[src/rtl/demultiplexer_reg_pkg.sv]
// Shared constants and types for the 8:1 word multiplexer / 1:8 demultiplexer pair.
package demultiplexer_reg_pkg;

    localparam int DATA_W = 32;
    localparam int SEL_W  = 3;
    localparam int LANES  = 8;
    localparam int CNT_W  = 16;

    typedef logic [DATA_W-1:0] word_t;
    typedef logic [SEL_W-1:0]  sel_t;

    typedef enum logic {
        SLOT_EMPTY = 1'b0,
        SLOT_FULL  = 1'b1
    } slot_state_e;

endpackage

[src/rtl/demultiplexer_reg_if.sv]
// Producer-side and consumer-side handshake bundle of the registered 1:8 distributor.
interface demultiplexer_reg_if #(
    parameter int WIDTH = demultiplexer_reg_pkg::DATA_W,
    parameter int LANES = demultiplexer_reg_pkg::LANES,
    parameter int SEL_W = demultiplexer_reg_pkg::SEL_W,
    parameter int CNT_W = demultiplexer_reg_pkg::CNT_W
);

    logic [WIDTH-1:0]       inData;
    logic [SEL_W-1:0]       selectLine;
    logic                   inValid;
    logic                   inReady;
    logic [WIDTH*LANES-1:0] outData;
    logic [LANES-1:0]       outValid;
    logic [LANES-1:0]       outReady;
    logic [CNT_W-1:0]       acceptCount;

    modport master (
        output inData, selectLine, inValid, outReady,
        input  inReady, outData, outValid, acceptCount
    );

    modport slave (
        input  inData, selectLine, inValid, outReady,
        output inReady, outData, outValid, acceptCount
    );

endinterface

[src/rtl/demux_lane_slot.sv]
// Single-entry output lane: one data register plus an EMPTY/FULL occupancy machine.
module demux_lane_slot
    import demultiplexer_reg_pkg::*;
#(
    parameter int WIDTH = DATA_W
) (
    input  logic             clk,
    input  logic             rst_n,
    input  logic             load,
    input  logic [WIDTH-1:0] loadData,
    input  logic             drain,
    output logic [WIDTH-1:0] data,
    output logic             valid
);

    slot_state_e state;
    slot_state_e nextState;

    always_ff @(posedge clk or negedge rst_n) begin
        if (!rst_n) begin
            state <= SLOT_EMPTY;
        end else begin
            state <= nextState;
        end
    end

    // A load in the same cycle as a drain wins, so the lane stays full.
    always_comb begin
        nextState = state;
        case (state)
            SLOT_EMPTY: if (load) nextState = SLOT_FULL;
            SLOT_FULL:  if (drain && !load) nextState = SLOT_EMPTY;
            default:    nextState = SLOT_EMPTY;
        endcase
    end

    always_ff @(posedge clk or negedge rst_n) begin
        if (!rst_n) begin
            data <= '0;
        end else if (load) begin
            data <= loadData;
        end
    end

    assign valid = (state == SLOT_FULL);

endmodule

[src/rtl/demultiplexer_reg.sv]
// Registered 1:8 distributor: steers one word per accept into the lane picked by selectLine.
module demultiplexer_reg #(
    parameter int WIDTH = demultiplexer_reg_pkg::DATA_W,
    parameter int LANES = demultiplexer_reg_pkg::LANES,
    parameter int SEL_W = demultiplexer_reg_pkg::SEL_W,
    parameter int CNT_W = demultiplexer_reg_pkg::CNT_W
) (
    input logic                clk,
    input logic                rst_n,
    demultiplexer_reg_if.slave bus
);

    logic                   inReady;
    logic                   accept;
    logic [LANES-1:0]       loadVec;
    logic [LANES-1:0]       laneValid;
    logic [WIDTH*LANES-1:0] laneData;
    logic [CNT_W-1:0]       acceptCount;

    // Only the addressed lane can stall the producer; other full lanes are irrelevant.
    assign inReady = rst_n & (~laneValid[bus.selectLine] | bus.outReady[bus.selectLine]);
    assign accept  = bus.inValid & inReady;

    always_comb begin
        loadVec = '0;
        loadVec[bus.selectLine] = accept;
    end

    for (genvar k = 0; k < LANES; k++) begin : g_lane
        demux_lane_slot #(
            .WIDTH(WIDTH)
        ) u_slot (
            .clk      (clk),
            .rst_n    (rst_n),
            .load     (loadVec[k]),
            .loadData (bus.inData),
            .drain    (bus.outReady[k]),
            .data     (laneData[k*WIDTH +: WIDTH]),
            .valid    (laneValid[k])
        );
    end

    always_ff @(posedge clk or negedge rst_n) begin
        if (!rst_n) begin
            acceptCount <= '0;
        end else if (accept) begin
            acceptCount <= acceptCount + 1'b1;
        end
    end

    assign bus.inReady     = inReady;
    assign bus.outData     = laneData;
    assign bus.outValid    = laneValid;
    assign bus.acceptCount = acceptCount;

endmodule

[src/flat_wrapper.sv]
// flat-port wrapper written by rule: the top's interface ports become plain ports
module demultiplexer_reg_flat 
#(
    parameter int WIDTH = demultiplexer_reg_pkg::DATA_W,
    parameter int LANES = demultiplexer_reg_pkg::LANES,
    parameter int SEL_W = demultiplexer_reg_pkg::SEL_W,
    parameter int CNT_W = demultiplexer_reg_pkg::CNT_W
)
  (clk, rst_n, bus_inData, bus_selectLine, bus_inValid, bus_outReady, bus_inReady, bus_outData, bus_outValid, bus_acceptCount);
  demultiplexer_reg_if #(.WIDTH(WIDTH), .LANES(LANES), .SEL_W(SEL_W), .CNT_W(CNT_W)) bus_i ();
  input logic clk;
  input logic rst_n;
  input wire logic [$bits(bus_i.inData)-1:0] bus_inData;
  input wire logic [$bits(bus_i.selectLine)-1:0] bus_selectLine;
  input wire logic [$bits(bus_i.inValid)-1:0] bus_inValid;
  input wire logic [$bits(bus_i.outReady)-1:0] bus_outReady;
  output wire logic [$bits(bus_i.inReady)-1:0] bus_inReady;
  output wire logic [$bits(bus_i.outData)-1:0] bus_outData;
  output wire logic [$bits(bus_i.outValid)-1:0] bus_outValid;
  output wire logic [$bits(bus_i.acceptCount)-1:0] bus_acceptCount;
  assign bus_i.inData = bus_inData;
  assign bus_i.selectLine = bus_selectLine;
  assign bus_i.inValid = bus_inValid;
  assign bus_i.outReady = bus_outReady;
  assign bus_inReady = bus_i.inReady;
  assign bus_outData = bus_i.outData;
  assign bus_outValid = bus_i.outValid;
  assign bus_acceptCount = bus_i.acceptCount;
  demultiplexer_reg #(.WIDTH(WIDTH), .LANES(LANES), .SEL_W(SEL_W), .CNT_W(CNT_W)) u_core (.clk(clk), .rst_n(rst_n), .bus(bus_i));
endmodule
[config.mk]
export PLATFORM = sky130hd
export DESIGN_NAME = demultiplexer_reg_flat
export DESIGN_NICKNAME = d
export VERILOG_FILES = /design/src/rtl/demultiplexer_reg_pkg.sv /design/src/rtl/demultiplexer_reg_if.sv /design/src/rtl/demux_lane_slot.sv /design/src/rtl/demultiplexer_reg.sv /design/src/flat_wrapper.sv
export SDC_FILE = /design/constraint.sdc
export NUM_CORES = 1
export LEC_CHECK = 0
export CAP_MARGIN = 5
export CORE_MARGIN = 5
export CORE_UTILIZATION = 48
export CTS_CLUSTER_SIZE = 20
export DETAILED_ROUTE_END_ITERATION = 10
export GPL_TIMING_DRIVEN = 0
export PLACE_DENSITY = 0.81
export SLEW_MARGIN = 5
export SYNTH_ARGS = -nofsm -noshare
export SYNTH_HDL_FRONTEND = slang
export SYNTH_SLANG_ARGS = --single-unit
[constraint.sdc]
create_clock -name clk -period 3.73 [get_ports clk]
set_input_delay 0.9325 -clock clk [delete_from_list [all_inputs] [get_ports clk]]
set_output_delay 0.9325 -clock clk [all_outputs]
set_load 0.01 [all_outputs]
==> flow_summary.json <==
{
  "synth_fp_nets": 723,
  "pre_repair_dr_iteration_count": 4,
  "numPortBuffers": 325,
  "timing.final.setup_violations": 0,
  "synth.yosys.seq_area_share_pct": 61.59,
  "async_reset_ff_share_pct": 100.0,
  "critPathMaxStageDelay_ns": 0.43,
  "htree_levels": 1,
  "critical_path_arrival_ns": 2.41,
  "wl_per_cell_um": 21.84,
  "power_density_mw_per_mm2": 649.9,
  "clock_insertion_delay_worst_skew_ns": 0.54,
  "post_synth_inst_count": 676,
  "area_delta_synth_final_pct": 42.33,
  "drtAntennaViolNets": 0,
  "layout.cells.most_common": "clkdlybuf4s50_1",
  "worst_setup_ep_type": "primary output",
  "peak_freq_mhz": 299.2,
  "final_min_period_over_clock_period_pct": 89.60,
  "postCtsHoldBufs": 0,
  "die-area_sq_mm": 0.02688,
  "drt_iter0_markers": 239,
  "fillerInstances": 1646,
  "initial_utilization_pct": 48.62,
  "finalHoldViolCount": 0,
  "final-max-slew-violation-count": 0,
  "cp_max_fo": 4,
  "clock_sinks": 280,
  "crit_path_cell_trace": "clkdlybuf4s50_1, mux2_2, a2bb2oi_4, a22oi_2, buf_6, nor2b_1, dlymetal6s2s_1",
  "cellLeakagePower_uw": 0.007166,
  "post_drt_via_cell_ratio": 5.101,
  "global_route.peak_usage_layer": "met2",
  "core_footprint_sq_mm": 0.02340,
  "grt_pass1_vias": 7699,
  "detailroute.via_count": 7060,
  "number_of_antenna_violations_at_the_first_check_in_global_routing": 0,
  "detail_route.wirelength_um": 30230,
  "power.ir.vdd_worst_mv": 0.4754,
  "min_period_ns": 3.342,
  "gr-usage-met1_pct": 28.14,
  "largest_net_degree_at_the_start_of_global_routing": 116,
  "yosys_register_bits": 280,
  "cts-buffers-inserted": 30,
  "post-place-cells": 1322,
  "io-pin-count": 327,
  "clock_path_buffers": 3,
  "clockRootBuffer": "clkbuf_16",
  "worst-setup-path-type": "in2out",
  "netlist-cell-type-count": 35,
  "post_layout_nonfiller_instances": 1384,
  "postSynthAreaPerCell_sq_um": 16.83,
  "global_route.usage.met2_pct": 37.77,
  "setup-tns-final_ns": 0,
  "start_kind": "input port",
  "r2r_cells": 7,
  "chipHeight_um": 164.0,
  "worst-slew-pin-transition_ns": 0.6272,
  "drcViolationCount": 0,
  "synth_ff_type": "dfrtp_1",
  "max-cap-violations": 0,
  "dpl.hpwl_um": 21000,
  "layout-drive-gt1-share_pct": 34.84,
  "slowest_stage": "clkdlybuf4s50_1",
  "floorplan.rows": 56,
  "total_congestion_overflow_after_global_routing": 0,
  "clock_tree_from_tritoncts": "built",
  "preCtsSetupSlack_ns": -0.5337,
  "worst_setup_hold_path_clk_slew_ns": 0.06,
  "grt_util_met3_pct": 5.922,
  "grt_first_pass_wirelength_um": 46370,
  "grt_util_all_layers_pct": 22.24,
  "slew_headroom_pct": 57.87,
  "layout_setup_ws_ns": 0.3880,
  "num_antenna_cells": 0,
  "min-delay-path-class": "in2async",
  "status": "finished, final reports clean",
  "rsz0062_at_grt": "false",
  "synth_edf_count": 0,
  "fin_worst_skew_ns": 0.01427,
  "ys.warnings.count": 0,
  "place.gp.congestion": 0.7949,
  "fin_nets": 1089,
  "netlist_area_sq_mm": 0.01138,
  "required_ns": 2.80,
  "dieWidth_um": 164.0,
  "layout.cells.most_common_list": "clkdlybuf4s50_1 (321), dfrtp_1 (280), mux2_2 (139)"
}
-- report_power, final --
group	leakage [uW]	internal, uW	switching [uW]
clock	0.000494	1760	1230
sequential	0.00344	3810	465
combinational	0.00323	2080	1190
-- sequential cells by signal, summed over array words and instances (netlist names) --
signal and count:
u_core.bus.acceptCount 16, u_core.g_lane.u_slot.data 256, u_core.g_lane.u_slot.valid 8
-- cell usage after synthesis, types with 4 or more instances --
library cell | number | area share (%)
nand4_1 | 7 | 0.38
mux2_4 | 119 | 16
nand2_1 | 12 | 0.40
xor2_1 | 15 | 1.2
nor2b_1 | 4 | 0.22
dfrtp_1 | 280 | 62
buf_2 | 10 | 0.44
mux2_2 | 139 | 14
nor3_1 | 7 | 0.31
buf_6 | 13 | 1.3
inv_1 | 7 | 0.23
mux2i_1 | 5 | 0.44
buf_4 | 12 | 0.79
nor2_1 | 6 | 0.20
nand3_1 | 10 | 0.44
-- cells by family after synthesis --
| kind of cell | count (synthesis) | share of synthesized area [%] |
|---|---|---|
| AOI/OAI and AO/OA | 13 | 1.177 |
| xor gates and xnor gates | 15 | 1.155 |
| adders and majority gates | 1 | 0.1100 |
| buffers and inverters | 42 | 2.749 |
| DFF | 280 | 61.59 |
| muxes | 264 | 30.10 |
| and+or+nand+nor | 61 | 3.123 |
-- metal layers --
metal  vias up  wire [um]  part of all wire (%)
li1       3137          -                     -
met1      3632      12450                    41
met2       247      14810                    49
met3        44       2076                   6.9
met4         0        895                   3.0
met5         -          0                     0
-- timing repair --
action                                  in CTS  in global routing
setup buffers                                4                  3
gates resized for setup                     12                  2
hold endpoints to repair                     0                  0
endpoints found under the setup margin       1                  1
pin swaps                                    2                  1
-- final cells by class --
| cell class | instances | area (sq um) | share of cell area (%) |
|---|---|---|---|
| Timing Repair Buffer | 334 | 3362 | 20.76 |
| Inverter | 7 | 26.28 | 0.1623 |
| Clock inverter | 15 | 155.1 | 0.9581 |
| Buffer | 35 | 292.8 | 1.808 |
| Clock buffer | 40 | 859.6 | 5.308 |
| Sequential cell | 280 | 7007 | 43.27 |
| Tap cell | 319 | 399.1 | 2.465 |
| Multi-Input combinational cell | 354 | 4091 | 25.27 |
-- worst max-delay path: cells and delay by family --
| family | cells | cell delay [ns] |
|---|---|---|
| buffers and inverters | 3 | 0.73 |
| AO/OA/AOI/OAI | 2 | 0.41 |
| AND/OR/NAND/NOR | 1 | 0.04 |
| multiplexers | 1 | 0.30 |
-- metrics by stage --
stage | total power, uW | instance area [sq um] | hold slack (ns) | util, %
2_1_floorplan | 5544 | 11380 | 0.4725 | -
3_3_place_gp | 7499 | 15030 | 0.4575 | 64.22
3_5_place_dp | 7586 | 15090 | 0.4685 | 64.48
4_1_cts | 10640 | 16170 | 0.3319 | 69.11
5_1_grt | 11010 | 16190 | 0.3527 | 69.19
6_report | 10520 | 16190 | 0.3356 | 69.19
-- path summary, 6_finish.rpt --
kind                                                    end  slack (ns)                           from
setup / recovery                                bus_inReady        0.39                bus_outReady[3]
hold / removal                   u_core.bus.acceptCount[15]        0.34                          rst_n
setup reg to reg            u_core.g_lane[7].u_slot.data[8]        1.36  u_core.g_lane[7].u_slot.valid
hold reg to reg                  u_core.bus.acceptCount[15]        0.48     u_core.bus.acceptCount[15]
max in group asynchronous  u_core.g_lane[1].u_slot.data[18]        2.45                          rst_n
min in group clk                 u_core.bus.acceptCount[15]        0.48     u_core.bus.acceptCount[15]
Note: power is estimated with default switching activity, not from simulation.
